File: config.mk
export PLATFORM = sky130hd
export DESIGN_NAME = mux_2_to_1_arb
export DESIGN_NICKNAME = d
export VERILOG_FILES = /design/src/rtl/mux_2_to_1_arb_pkg.sv /design/src/rtl/mux_2_to_1_arb_rr_arb_2.sv /design/src/rtl/mux_2_to_1_arb.sv
export SDC_FILE = /design/constraint.sdc
export NUM_CORES = 1
export LEC_CHECK = 0
export ABC_CLOCK_PERIOD_IN_PS = 1300
export BUFFER_PORTS_ARGS = -buffer_cell sky130_fd_sc_hd__buf_2
export CAP_MARGIN = 20
export CORE_AREA = 2 2 52 54
export DETAILED_ROUTE_END_ITERATION = 8
export DIE_AREA = 0 0 54 56
export GPL_TIMING_DRIVEN = 0
export PLACE_DENSITY = 0.75
export SYNTH_ARGS = -nofsm -noshare
export SYNTH_HDL_FRONTEND = slang
export SYNTH_SLANG_ARGS = --single-unit
File: constraint.sdc
create_clock -name clock -period 1.3 [get_ports clock]
set_clock_uncertainty 0.1 [all_clocks]
set_input_delay 0.26 -clock clock [delete_from_list [all_inputs] [get_ports clock]]
set_output_delay 0.26 -clock clock [all_outputs]
set_load 0.02 [all_outputs]
File: src/rtl/mux_2_to_1_arb_pkg.sv
`ifndef MUX_2_TO_1_ARB_PKG_SV
`define MUX_2_TO_1_ARB_PKG_SV
`default_nettype none
// ============================================================================
// Module      : mux_2_to_1_arb_pkg
// Description : Shared constants for the 2-to-1 stream merger. The select
//               encoding matches the one used by demux_1_to_2 users.
// Revision    : 1.0 - initial release
// ============================================================================
package mux_2_to_1_arb_pkg;

  // Source select encoding carried on out_select
  localparam logic SEL_X = 1'b0;
  localparam logic SEL_Y = 1'b1;

  // Default datapath width
  localparam int DEFAULT_BITS = 16;

endpackage
`default_nettype wire
`endif

File: src/rtl/mux_2_to_1_arb_rr_arb_2.sv
`default_nettype none
// ============================================================================
// Module      : rr_arb_2
// Description : Two-requester round-robin arbiter, purely combinational.
//               Under contention the side opposite last_grant wins; a single
//               requester always wins regardless of last_grant.
// Revision    : 1.0 - initial release
// ============================================================================
module rr_arb_2
  import mux_2_to_1_arb_pkg::*;
(
  input  logic req_x,
  input  logic req_y,
  input  logic last_grant,
  output logic grant_valid,
  output logic grant
);

  // Pick the winner from the two requests and the previous grant
  always_comb begin
    grant_valid = req_x | req_y;
    grant       = SEL_X;
    if (req_x && req_y) begin
      grant = ~last_grant;
    end else if (req_y) begin
      grant = SEL_Y;
    end
  end

endmodule
`default_nettype wire

File: src/rtl/mux_2_to_1_arb.sv
`default_nettype none
// ============================================================================
// Module      : mux_2_to_1_arb
// Description : Registered 2-to-1 valid/ready stream merger with round-robin
//               arbitration. Each output word is tagged with its source.
// Revision    : 1.0 - initial release
// ============================================================================
module mux_2_to_1_arb
  import mux_2_to_1_arb_pkg::*;
#(
  parameter int bits = DEFAULT_BITS
) (
  input  logic            clock,
  input  logic            reset,
  input  logic [bits-1:0] in_x,
  input  logic            in_x_valid,
  output logic            in_x_ready,
  input  logic [bits-1:0] in_y,
  input  logic            in_y_valid,
  output logic            in_y_ready,
  output logic [bits-1:0] out,
  output logic            out_select,
  output logic            out_valid,
  input  logic            out_ready
);

  logic r_last_grant;
  logic w_load_en;
  logic w_grant_valid;
  logic w_grant;

  rr_arb_2 u_arb (
    .req_x       (in_x_valid),
    .req_y       (in_y_valid),
    .last_grant  (r_last_grant),
    .grant_valid (w_grant_valid),
    .grant       (w_grant)
  );

  // Output slot is free when empty or being drained; readys follow the grant
  always_comb begin
    w_load_en  = ~out_valid | out_ready;
    in_x_ready = w_load_en & w_grant_valid & (w_grant == SEL_X);
    in_y_ready = w_load_en & w_grant_valid & (w_grant == SEL_Y);
  end

  // Output register and round-robin history; data holds when nothing is granted
  always_ff @(posedge clock or posedge reset) begin
    if (reset) begin
      out          <= '0;
      out_select   <= SEL_X;
      out_valid    <= 1'b0;
      r_last_grant <= SEL_Y;
    end else if (w_load_en) begin
      if (w_grant_valid) begin
        out          <= (w_grant == SEL_Y) ? in_y : in_x;
        out_select   <= w_grant;
        out_valid    <= 1'b1;
        r_last_grant <= w_grant;
      end else begin
        out_valid <= 1'b0;
      end
    end
  end

endmodule
`default_nettype wire
==> results by group, run 1 <==
Worst setup path
  – Worst Path Class, Setup: reg -> out
  – Worst R2R Path Depth: 7
  – CP arrival: 1.39 ns
  – Critical R2R Capture: out[15]
  – Type of origin of the critical path: flop
  – Reg2reg setup slack: -0.42 ns
  – R2r startpoint: r_last_grant
  – Crit path capture type: output port
  – Critical-path maximum fanout: 3
  – WP data required: 0.94 ns

Clock tree
  – CTS tree: built
  – CTS Root Cell: clkbuf_4
  – Clock Sinks: 19
  – Num CTS Buffers: 3
  – Clock Pin Slew Worst Setup and Hold Paths: 0.11 ns
  – Clk_lat worst skew: 0.29 ns
  – Deepest clock path buffer count: 2
  – H-tree depth: 1

Pwr
  – Switching Share: 0.326
  – Max VDD drop: 0.716 mV
  – Leakage Power: 0.767 nW
  – Clock share of power: 0.184
  – PwrDens: 1150 mW/mm^2
  – Int Pwr: 1.10 mW
  – Reg power frac: 0.451
  – Combinational Power Share: 0.365
  – Psw: 0.532 mW

Floorplan
  – Die Wd: 54 um
  – Rows: 18
  – Chip height: 56 um
  – Area of the core: 0.00243 mm^2
  – Die Area: 0.00302 mm^2
  – Initial Utilization: 0.359
  – IO Pins: 57

Final layout
  – Fin util: 0.586
  – Layout cells sized above 1: 0.712
  – Area grow syn2layout: 63.6%
  – N_diodes: 0
  – Nets: 177

Yosys
  – Seq/Total Area, Yosys: 0.547
  – Mapped Cells: 68
  – Syn Nets: 105
  – Synth Warn #: 0
  – Distinct cells, synth: 19
  – Mean Syn Cell Area: 12.8 um^2
  – Seq cells post-synth: 19
  – Cell Area, Synth: 872 um^2

STA
  – Worst-margin pin slew: 0.411 ns
  – Final setup fails: 20
  – Fin Hold WS: 0.0860 ns
  – Final period util: 1.35
  – Min Tclk post-route: 1.75 ns
  – Fin worst setup slack: -0.449 ns
  – Max Clock Freq: 572 MHz
  – Unrepaired setup endpoints after global routing: yes
  – Slew HR: 0.725
  – Fin. max-slew vios: 0
  – Final Hold Violating Endpoints: 0

Place
  – Port bufs: 56
  – Routability cong.: 0.751
  – Hpwl dp: 1780 um

Job
  – Max_cap viols: 0

Detailed routing
  – Drt total wl: 2540 um
  – DR pass1 iterations: 4
  – 1st-iter DRT viols: 14
  – # DRC: 0
  – WL/cell: 15.0 um
  – Final ANT Viol Nets: 0
  – Vias per cell: 5.11
  – Routed via count: 864

Global routing
  – GRT Total Usage: 0.159
  – Met1 usage: 0.195
  – Met3 global-route usage: 0.0215
  – Number of global-route vias before repair: 810
  – Grt total ovfl: 0
  – First-pass GRT wire length: 3630 um
  – Initial antenna violation count: 0
  – Busiest grt layer: met2
  – Largest net degree at the start of global routing: 20
  – Met2 Resource Use GR: 0.274

Hold path
  – Hold path start: in_x[1]
  – Min-delay worst type: in -> reg
  – Worst hold stages: 2
  – Worst Hold Path EP: out[1]

Run status
  – Failing checks: negative setup slack
  – Status: complete, but fails checks
[synthesized netlist by cell type, drive strengths merged]
library cell	number	area [um^2]
inv	1	3.75
o21ai	1	8.76
and3	17	106
dfstp	1	26.3
nand2b	2	12.5
buf	4	38.8
nand2	1	3.75
a21boi	1	18.8
clkbuf	2	7.51
a21o	2	16.3
and2	1	6.26
dfrtp	18	450
nor2	1	3.75
a221o	16	169
[how the worst max path moves through the flow]
stage | slack (ns) | cells after the start | from | to
2_1_floorplan | -0.12 | 5 | out_valid | out[0]
3_3_place_gp | -0.27 | 5 | in_y_valid | in_y_ready
3_5_place_dp | -0.31 | 5 | in_y_valid | in_y_ready
4_1_cts | -0.49 | 5 | r_last_grant | in_x_ready
5_1_grt | -0.50 | 5 | r_last_grant | in_y_ready
6_report | -0.45 | 5 | r_last_grant | in_y_ready
[metrics by stage]
stage                     instance area [um^2]  setup WS, ns  power [mW]  setup TNS, ns  instances
after floorplan                            896        -0.123        1.06          -1.43         68
after global placement                    1210        -0.274        1.24          -2.93        154
after detailed placement                  1210        -0.307        1.25          -3.17        154
after CTS                                 1340        -0.494        1.60          -4.77        165
after global routing                      1430        -0.500        1.73          -7.44        169
final                                     1430        -0.449        1.63          -6.68        169
[cells in the final DEF, fill, tap and decap left out, drive strengths merged]
master       count
nor2             1
dlygate4sd3      1
dfrtp           18
buf             71
and2             1
clkbuf           4
a221o           16
clkinv           1
nand2b           2
and3            17
a21o             2
clkinvlp         1
nand2            1
dfstp            1
a21boi           1
o21ai            1
[flip-flops by register name, summed over array words and instances, names as in the netlist]
signal / cells
out: 16
r_last_grant: 1
out_valid: 1
out_select: 1
[per-layer routing]
| metal | vias to the layer above | share of wire |
|---|---|---|
| met5 | - | 0 |
| met4 | 0 | 0.0075 |
| met3 | 2 | 0.064 |
| met2 | 32 | 0.51 |
| met1 | 419 | 0.41 |
| li1 | 411 | - |
[critical path: stages, from the launching register on]
cell and delay (ns):
dfstp_2 0.57, buf_6 0.10, a21boi_4 0.05, buf_8 0.12
and2_4 0.13, buf_6 0.12
[cell families (layout without fill, tap and decap cells)]
kind of cell / count (synthesis) / after routing / synth area share
AND/OR/NAND/NOR: 22 / 22 / 0.152
AO/OA/AOI/OAI: 20 / 20 / 0.244
flip-flops: 19 / 19 / 0.547
buffers and inverters: 7 / 78 / 0.0574
[power groups by stage]
stage / clock [mW] / sequential (mW) / combinational (mW)
global placement: 0 / 0.744 / 0.496
global route: 0.338 / 0.748 / 0.640
finish: 0.301 / 0.737 / 0.596
detailed placement: 0 / 0.748 / 0.506
CTS: 0.311 / 0.738 / 0.552
floorplan: 0 / 0.860 / 0.198
[layout make-up]
type | instances | area [um^2]
timing repair buffer | 68 | 404
buffer | 5 | 66.3
sequential | 19 | 478
clock inverter | 1 | 5.00
multi-input combinational | 42 | 405
clock buffer | 3 | 22.5
inverter | 1 | 7.51
fill | 207 | 1010
tap | 30 | 37.5
[timing repair]
action | in CTS | in global routing
gates resized for setup | 11 | 13
endpoints found under the setup margin | 20 | 38
hold endpoints to repair | 18 | 0
hold buffers | 1 | 0
cloned | 0 | 1
buffers inserted | 6 | 5
pin swaps | 4 | 2
(Power assumes the default switching activity.)
==> run 2: changes to the inputs <==
Settings changed: CORE_AREA 2 2 52 54 to 2 2 62 46, DIE_AREA 0 0 54 56 to 0 0 64 48, RECOVER_POWER from default to 25.
==> run 2 against run 1 <==
The run still ends with negative setup slack left. Routed wire length up 4.3%. Fmax is 2.0% lower. Final area down 0.70%. Setup slack worse by 0.036 ns. Count of clock-buffer cells in the layout unchanged. Worst hold slack lost 0.0064 ns. Critical path depth unchanged. Largest power group unchanged. Highest routed layer unchanged.
==> results by group, run 2 (same netlist as run 1, synthesis figures left out) <==
Hold path
  – Min-delay worst type: in -> reg (unchanged)
  – Worst hold stages: 2 (unchanged)

Detailed routing
  – Vias per cell: 5.02 (was 5.11)
  – 1st-iter DRT viols: 31 (was 14)
  – Final ANT Viol Nets: 0 (unchanged)
  – Routed via count: 874 (was 864)
  – Drt total wl: 2640 um (was 2540 um)
  – WL/cell: 15.2 um (was 15.0 um)
  – # DRC: 0 (unchanged)
  – DR pass1 iterations: 4 (unchanged)

Final layout
  – Commonest non-fill, non-tap cell in the layout: buf_2 (unchanged)
  – Most frequent cells in the layout: buf_2 (53), dfrtp_1 (17), and3_1 (15), a221o_1 (9), buf_4 (9) (was buf_2 (54), dfrtp_1 (17), and3_1 (10), buf_6 (9), a221o_1 (9))
  – Nets: 178 (was 177)
  – N_diodes: 0 (unchanged)
  – Layout cells sized above 1: 0.671 (was 0.712)
  – Design Area, Final: 0.00142 mm^2 (was 0.00143 mm^2)
  – Filler cell count: 233 (was 207)
  – Largest register FFs: 16 (unchanged)
  – Area grow syn2layout: 62.4% (was 63.6%)
  – Largest Register: out (unchanged)

Global routing
  – Number of global-route vias before repair: 811 (was 810)
  – First-pass GRT wire length: 3800 um (was 3630 um)
  – Met3 global-route usage: 0.0471 (was 0.0215)
  – GRT Total Usage: 0.170 (was 0.159)
  – Busiest grt layer: met2 (unchanged)
  – Initial antenna violation count: 0 (unchanged)
  – Largest net degree at the start of global routing: 20 (unchanged)
  – Met1 usage: 0.223 (was 0.195)
  – Grt total ovfl: 0 (unchanged)
  – Met2 Resource Use GR: 0.288 (was 0.274)

Clock tree
  – CTS Root Cell: clkbuf_4 (unchanged)
  – Clock Sinks: 19 (unchanged)
  – Clock Pin Slew Worst Setup and Hold Paths: 0.11 ns (about the same)
  – Deepest clock path buffer count: 2 (unchanged)
  – Clk_lat worst skew: 0.30 ns (was 0.29 ns)
  – CTS tree: built (unchanged)
  – Num CTS Buffers: 3 (unchanged)
  – H-tree depth: 1 (unchanged)

Run status
  – Failing checks: negative setup slack (unchanged)
  – Status: complete, but fails checks (unchanged)

Place
  – Placed cell area: 0.00122 mm^2 (was 0.00121 mm^2)
  – Hpwl dp: 1810 um (was 1780 um)
  – Port bufs: 56 (unchanged)
  – Routability cong.: 0.664 (was 0.751)

Floorplan
  – Rows: 15 (was 18)
  – Area of the core: 0.00242 mm^2 (was 0.00243 mm^2)
  – Initial Utilization: 0.360 (was 0.359)
  – Die Area: 0.00307 mm^2 (was 0.00302 mm^2)
  – Die Wd: 64 um (was 54 um)
  – Chip height: 48 um (was 56 um)
  – IO Pins: 57 (unchanged)

Pwr
  – Int Pwr: 1.10 mW (about the same)
  – PwrDens: 1160 mW/mm^2 (was 1150 mW/mm^2)
  – Max VDD drop: 0.661 mV (was 0.716 mV)
  – Switching Share: 0.328 (was 0.326)
  – Reg power frac: 0.450 (was 0.451)
  – Leakage Power: 0.778 nW (was 0.767 nW)
  – Clock share of power: 0.186 (was 0.184)
  – Total power: 1.64 mW (was 1.63 mW)
  – Psw: 0.538 mW (was 0.532 mW)
  – Combinational Power Share: 0.364 (was 0.365)

STA
  – Fin. max-slew vios: 0 (unchanged)
  – Slew HR: 0.725 (about the same)
  – Min Tclk post-route: 1.79 ns (was 1.75 ns)
  – Max Clock Freq: 560 MHz (was 572 MHz)
  – Fin worst setup slack: -0.486 ns (was -0.449 ns)
  – Final period util: 1.37 (was 1.35)
  – Final setup fails: 20 (unchanged)
  – Final Hold Violating Endpoints: 0 (unchanged)
  – Unrepaired setup endpoints after global routing: yes (unchanged)
  – Fin Setup TNS: -6.23 ns (was -6.68 ns)
  – Worst-margin pin slew: 0.412 ns (was 0.411 ns)

Worst setup path
  – Worst R2R Path Depth: 6 (was 7)
  – WP data required: 0.94 ns (about the same)
  – Type of origin of the critical path: flop (unchanged)
  – CP arrival: 1.43 ns (was 1.39 ns)
  – Critical-path maximum fanout: 3 (unchanged)
  – Worst Path Class, Setup: reg -> out (unchanged)
  – Crit path capture type: output port (unchanged)

Job
  – Max_cap viols: 0 (unchanged)
run 2: changes by cell type in the layout (fill, tap and decap cells not counted), sizes merged:
cell and delta:
buf -1, clkbuf +2
run 2: metrics by stage:
step | util | instances | setup slack [ns] | hold slack [ns]
2_1_floorplan | - | 68 | -0.123 | 0.110
3_3_place_gp | 0.503 | 158 | -0.306 | 0.309
3_5_place_dp | 0.503 | 158 | -0.335 | 0.319
4_1_cts | 0.556 | 169 | -0.503 | 0.0686
5_1_grt | 0.585 | 174 | -0.522 | 0.0609
6_report | 0.585 | 174 | -0.486 | 0.0796
run 2: power groups by stage:
stage          Sequential, mW  Clock (mW)  Combinational [mW]
2_1_floorplan           0.860           0               0.198
3_3_place_gp            0.745           0               0.495
3_5_place_dp            0.751           0               0.505
4_1_cts                 0.739       0.316               0.552
5_1_grt                 0.753       0.344               0.639
6_report                0.739       0.305               0.597
run 2: worst max-delay path, cell delays in order, from the launching register on:
cell and delay (ns):
dfstp_2 0.57, buf_12 0.11, a21boi_4 0.05, clkbuf_8 0.14, and2_4 0.14, buf_6 0.12
run 2: worst paths after layout:
| check | start | to | slack, ns |
|---|---|---|---|
| hold / removal | in_x[5] | out[5] | 0.08 |
| setup / recovery | r_last_grant | in_y_ready | -0.49 |
| min in group asynchronous | reset | out[15] | 0.40 |
| hold reg to reg | out_select | out_select | 0.40 |
| setup reg to reg | r_last_grant | out[13] | -0.36 |
| max in group asynchronous | reset | r_last_grant | 0.39 |
run 2: layout make-up:
cell class / count / area [um^2] / area share
clock buffer: 3 / 22.5 / 0.0159
clock inverter: 1 / 5.00 / 0.00353
buffer: 5 / 65.1 / 0.0459
timing repair buffer: 69 / 415 / 0.293
inverter: 1 / 7.51 / 0.00530
tap: 34 / 42.5 / 0.0300
sequential: 19 / 478 / 0.337
multi-input combinational: 42 / 380 / 0.269
run 2: what timing repair did:
item | 4_1_cts | 5_1_grt
buffers inserted | 6 | 8
endpoints found under the hold margin | 18 | 0
pin swaps | 4 | 1
endpoints found under the setup margin | 20 | 38
hold buffers | 1 | 0
gates resized for setup | 12 | 6
run 2: routing by layer:
layer,vias up,share of wire
li1,412,-
met1,438,0.44
met2,22,0.51
met3,2,0.044
met4,0,0.0049
met5,-,0
==> run 3: changes to the inputs <==
Settings changed: CORE_AREA 2 2 62 46 to 2 2 52 54, DIE_AREA 0 0 64 48 to 0 0 54 56.
==> run 3 against run 2 <==
Setup slack gained 0.036 ns. Fmax is 2.1% higher. Worst hold slack gained 0.0090 ns. Critical endpoint unchanged. First-iteration DRC count is 55% lower. The run still ends with negative setup slack left.
==> results by group, run 3 (same netlist as run 1, synthesis figures left out) <==
Final layout
  – Largest Register: out (unchanged)
  – N_diodes: 0 (unchanged)
  – Nets: 177 (was 178)
  – Commonest non-fill, non-tap cell in the layout: buf_2 (unchanged)
  – Area grow syn2layout: 63.4% (was 62.4%)
  – Filler cell count: 208 (was 233)
  – Most frequent cells in the layout: buf_2 (53), dfrtp_1 (17), and3_1 (10), buf_6 (9), a221o_1 (9) (was buf_2 (53), dfrtp_1 (17), and3_1 (15), a221o_1 (9), buf_4 (9))
  – Layout cells sized above 1: 0.705 (was 0.671)
  – Largest register FFs: 16 (unchanged)
  – Fin util: 0.586 (was 0.585)

STA
  – Max Clock Freq: 572 MHz (was 560 MHz)
  – Fin Hold WS: 0.0886 ns (was 0.0796 ns)
  – Final Hold Violating Endpoints: 0 (unchanged)
  – Final period util: 1.35 (was 1.37)
  – Unrepaired setup endpoints after global routing: yes (unchanged)
  – Final setup fails: 20 (unchanged)
  – Fin worst setup slack: -0.449 ns (was -0.486 ns)
  – Fin. max-slew vios: 0 (unchanged)
  – Slew HR: 0.725 (about the same)
  – Min Tclk post-route: 1.75 ns (was 1.79 ns)
  – Fin Setup TNS: -6.68 ns (was -6.23 ns)
  – Worst-margin pin slew: 0.411 ns (was 0.412 ns)

Clock tree
  – Deepest clock path buffer count: 2 (unchanged)
  – Clock Sinks: 19 (unchanged)
  – CTS Root Cell: clkbuf_4 (unchanged)
  – CTS tree: built (unchanged)
  – Clk_lat worst skew: 0.29 ns (was 0.30 ns)
  – Clock Pin Slew Worst Setup and Hold Paths: 0.11 ns (about the same)
  – H-tree depth: 1 (unchanged)
  – Num CTS Buffers: 3 (unchanged)

Worst setup path
  – Crit. path cell count: 5 (unchanged)
  – CP delay by family, top: flip-flops (unchanged)
  – Critical-path cell list: buf_6 -> a21boi_4 -> buf_8 -> and2_4 -> buf_6 (was buf_12 -> a21boi_4 -> clkbuf_8 -> and2_4 -> buf_6)
  – Top cell by count, worst path: buf_6
  – CP Buf/Inv Count: 3 (unchanged)
  – Max incr delay on CP: 0.57 ns (about the same)
  – Worst R2R Path Depth: 7 (was 6)
  – Reg2reg setup slack: -0.42 ns (was -0.36 ns)
  – Worst Path Class, Setup: reg -> out (unchanged)
  – Type of origin of the critical path: flop (unchanged)
  – CP arrival: 1.39 ns (was 1.43 ns)
  – R2r startpoint: r_last_grant (unchanged)
  – Crit-path slowest cell: dfstp_2 (unchanged)
  – WP data required: 0.94 ns (about the same)
  – Critical R2R Capture: out[15] (was out[13])
  – Crit path capture type: output port (unchanged)
  – Critical-path maximum fanout: 3 (unchanged)

Hold path
  – Worst hold stages: 2 (unchanged)
  – Hold path start: in_x[13] (was in_x[5])
  – Min-delay worst type: in -> reg (unchanged)
  – Worst Hold Path EP: out[13] (was out[5])

Global routing
  – Met3 global-route usage: 0.0215 (was 0.0471)
  – Number of global-route vias before repair: 810 (was 811)
  – Largest net degree at the start of global routing: 20 (unchanged)
  – Busiest grt layer: met2 (unchanged)
  – GRT Total Usage: 0.159 (was 0.170)
  – Initial antenna violation count: 0 (unchanged)
  – First-pass GRT wire length: 3630 um (was 3800 um)
  – Grt total ovfl: 0 (unchanged)
  – Met1 usage: 0.195 (was 0.223)
  – Met2 Resource Use GR: 0.274 (was 0.288)

Place
  – Routability cong.: 0.751 (was 0.664)
  – Port bufs: 56 (unchanged)
  – Hpwl dp: 1780 um (was 1810 um)

Job
  – Max_cap viols: 0 (unchanged)

Detailed routing
  – Drt total wl: 2540 um (was 2640 um)
  – Final ANT Viol Nets: 0 (unchanged)
  – Vias per cell: 5.12 (was 5.02)
  – Routed via count: 865 (was 874)
  – # DRC: 0 (unchanged)
  – 1st-iter DRT viols: 14 (was 31)
  – WL/cell: 15.0 um (was 15.2 um)
  – DR pass1 iterations: 4 (unchanged)

Pwr
  – Max VDD drop: 0.716 mV (was 0.661 mV)
  – PwrDens: 1150 mW/mm^2 (was 1160 mW/mm^2)
  – Leakage Power: 0.765 nW (was 0.778 nW)

Floorplan
  – IO Pins: 57 (unchanged)
  – Die Wd: 54 um (was 64 um)
  – Initial Utilization: 0.359 (was 0.360)
  – Chip height: 56 um (was 48 um)
  – Area of the core: 0.00243 mm^2 (was 0.00242 mm^2)
  – Rows: 18 (was 15)
  – Die Area: 0.00302 mm^2 (was 0.00307 mm^2)

Run status
  – Failing checks: negative setup slack (unchanged)
  – Status: complete, but fails checks (unchanged)
## run 3: timing repair
item,in CTS,in global routing
buffers inserted,6,5
gates cloned,0,1
hold buffers,1,0
pin swaps,4,2
resized for setup,11,13
endpoints found under the setup margin,20,38
hold endpoints to repair,18,0
## run 3: worst max path at each step
stage | slack (ns) | to | start
4_1_cts | -0.49 | in_x_ready | r_last_grant
3_3_place_gp | -0.27 | in_y_ready | in_y_valid
6_report | -0.45 | in_y_ready | r_last_grant
3_5_place_dp | -0.31 | in_y_ready | in_y_valid
5_1_grt | -0.50 | in_y_ready | r_last_grant
2_1_floorplan | -0.12 | out[0] | out_valid
## run 3: routing by layer
metal / part of all wire / vias up
met5: 0 / -
met4: 0.0075 / 0
met3: 0.065 / 2
met2: 0.51 / 34
met1: 0.41 / 418
li1: - / 411
## run 3: worst reg2reg max path: stages (launching register included)
cell	delay (ns)
dfstp_2	0.57
buf_6	0.10
a21boi_4	0.05
buf_8	0.12
buf_4	0.12
buf_6	0.11
and3_1	0.17
a221o_1	0.26
## run 3: power by group
group          switching (mW)  total, mW  leakage (nW)  internal (mW)
Clock                   0.187      0.301        0.0177          0.114
Combinational           0.295      0.596         0.518          0.301
Sequential             0.0505      0.737         0.229          0.687
Total                   0.532       1.63         0.765           1.10
## run 3: stage by stage
step | area [um^2] | std cells | power, mW | setup WS [ns]
floorplan | 896 | 68 | 1.06 | -0.123
global placement | 1210 | 154 | 1.24 | -0.274
detailed placement | 1210 | 154 | 1.25 | -0.307
global route | 1430 | 169 | 1.72 | -0.500
CTS | 1340 | 165 | 1.60 | -0.494
finish | 1430 | 169 | 1.63 | -0.449
## run 3: layout make-up
class                      instances  area [um^2]  area share
timing repair buffer              68          403       0.283
clock inverter                     1         5.00     0.00351
clock buffer                       3         22.5      0.0158
inverter                           1         7.51     0.00527
multi-input combinational         42          405       0.284
buffer                             5         66.3      0.0465
sequential                        19          478       0.335
tap                               30         37.5      0.0263
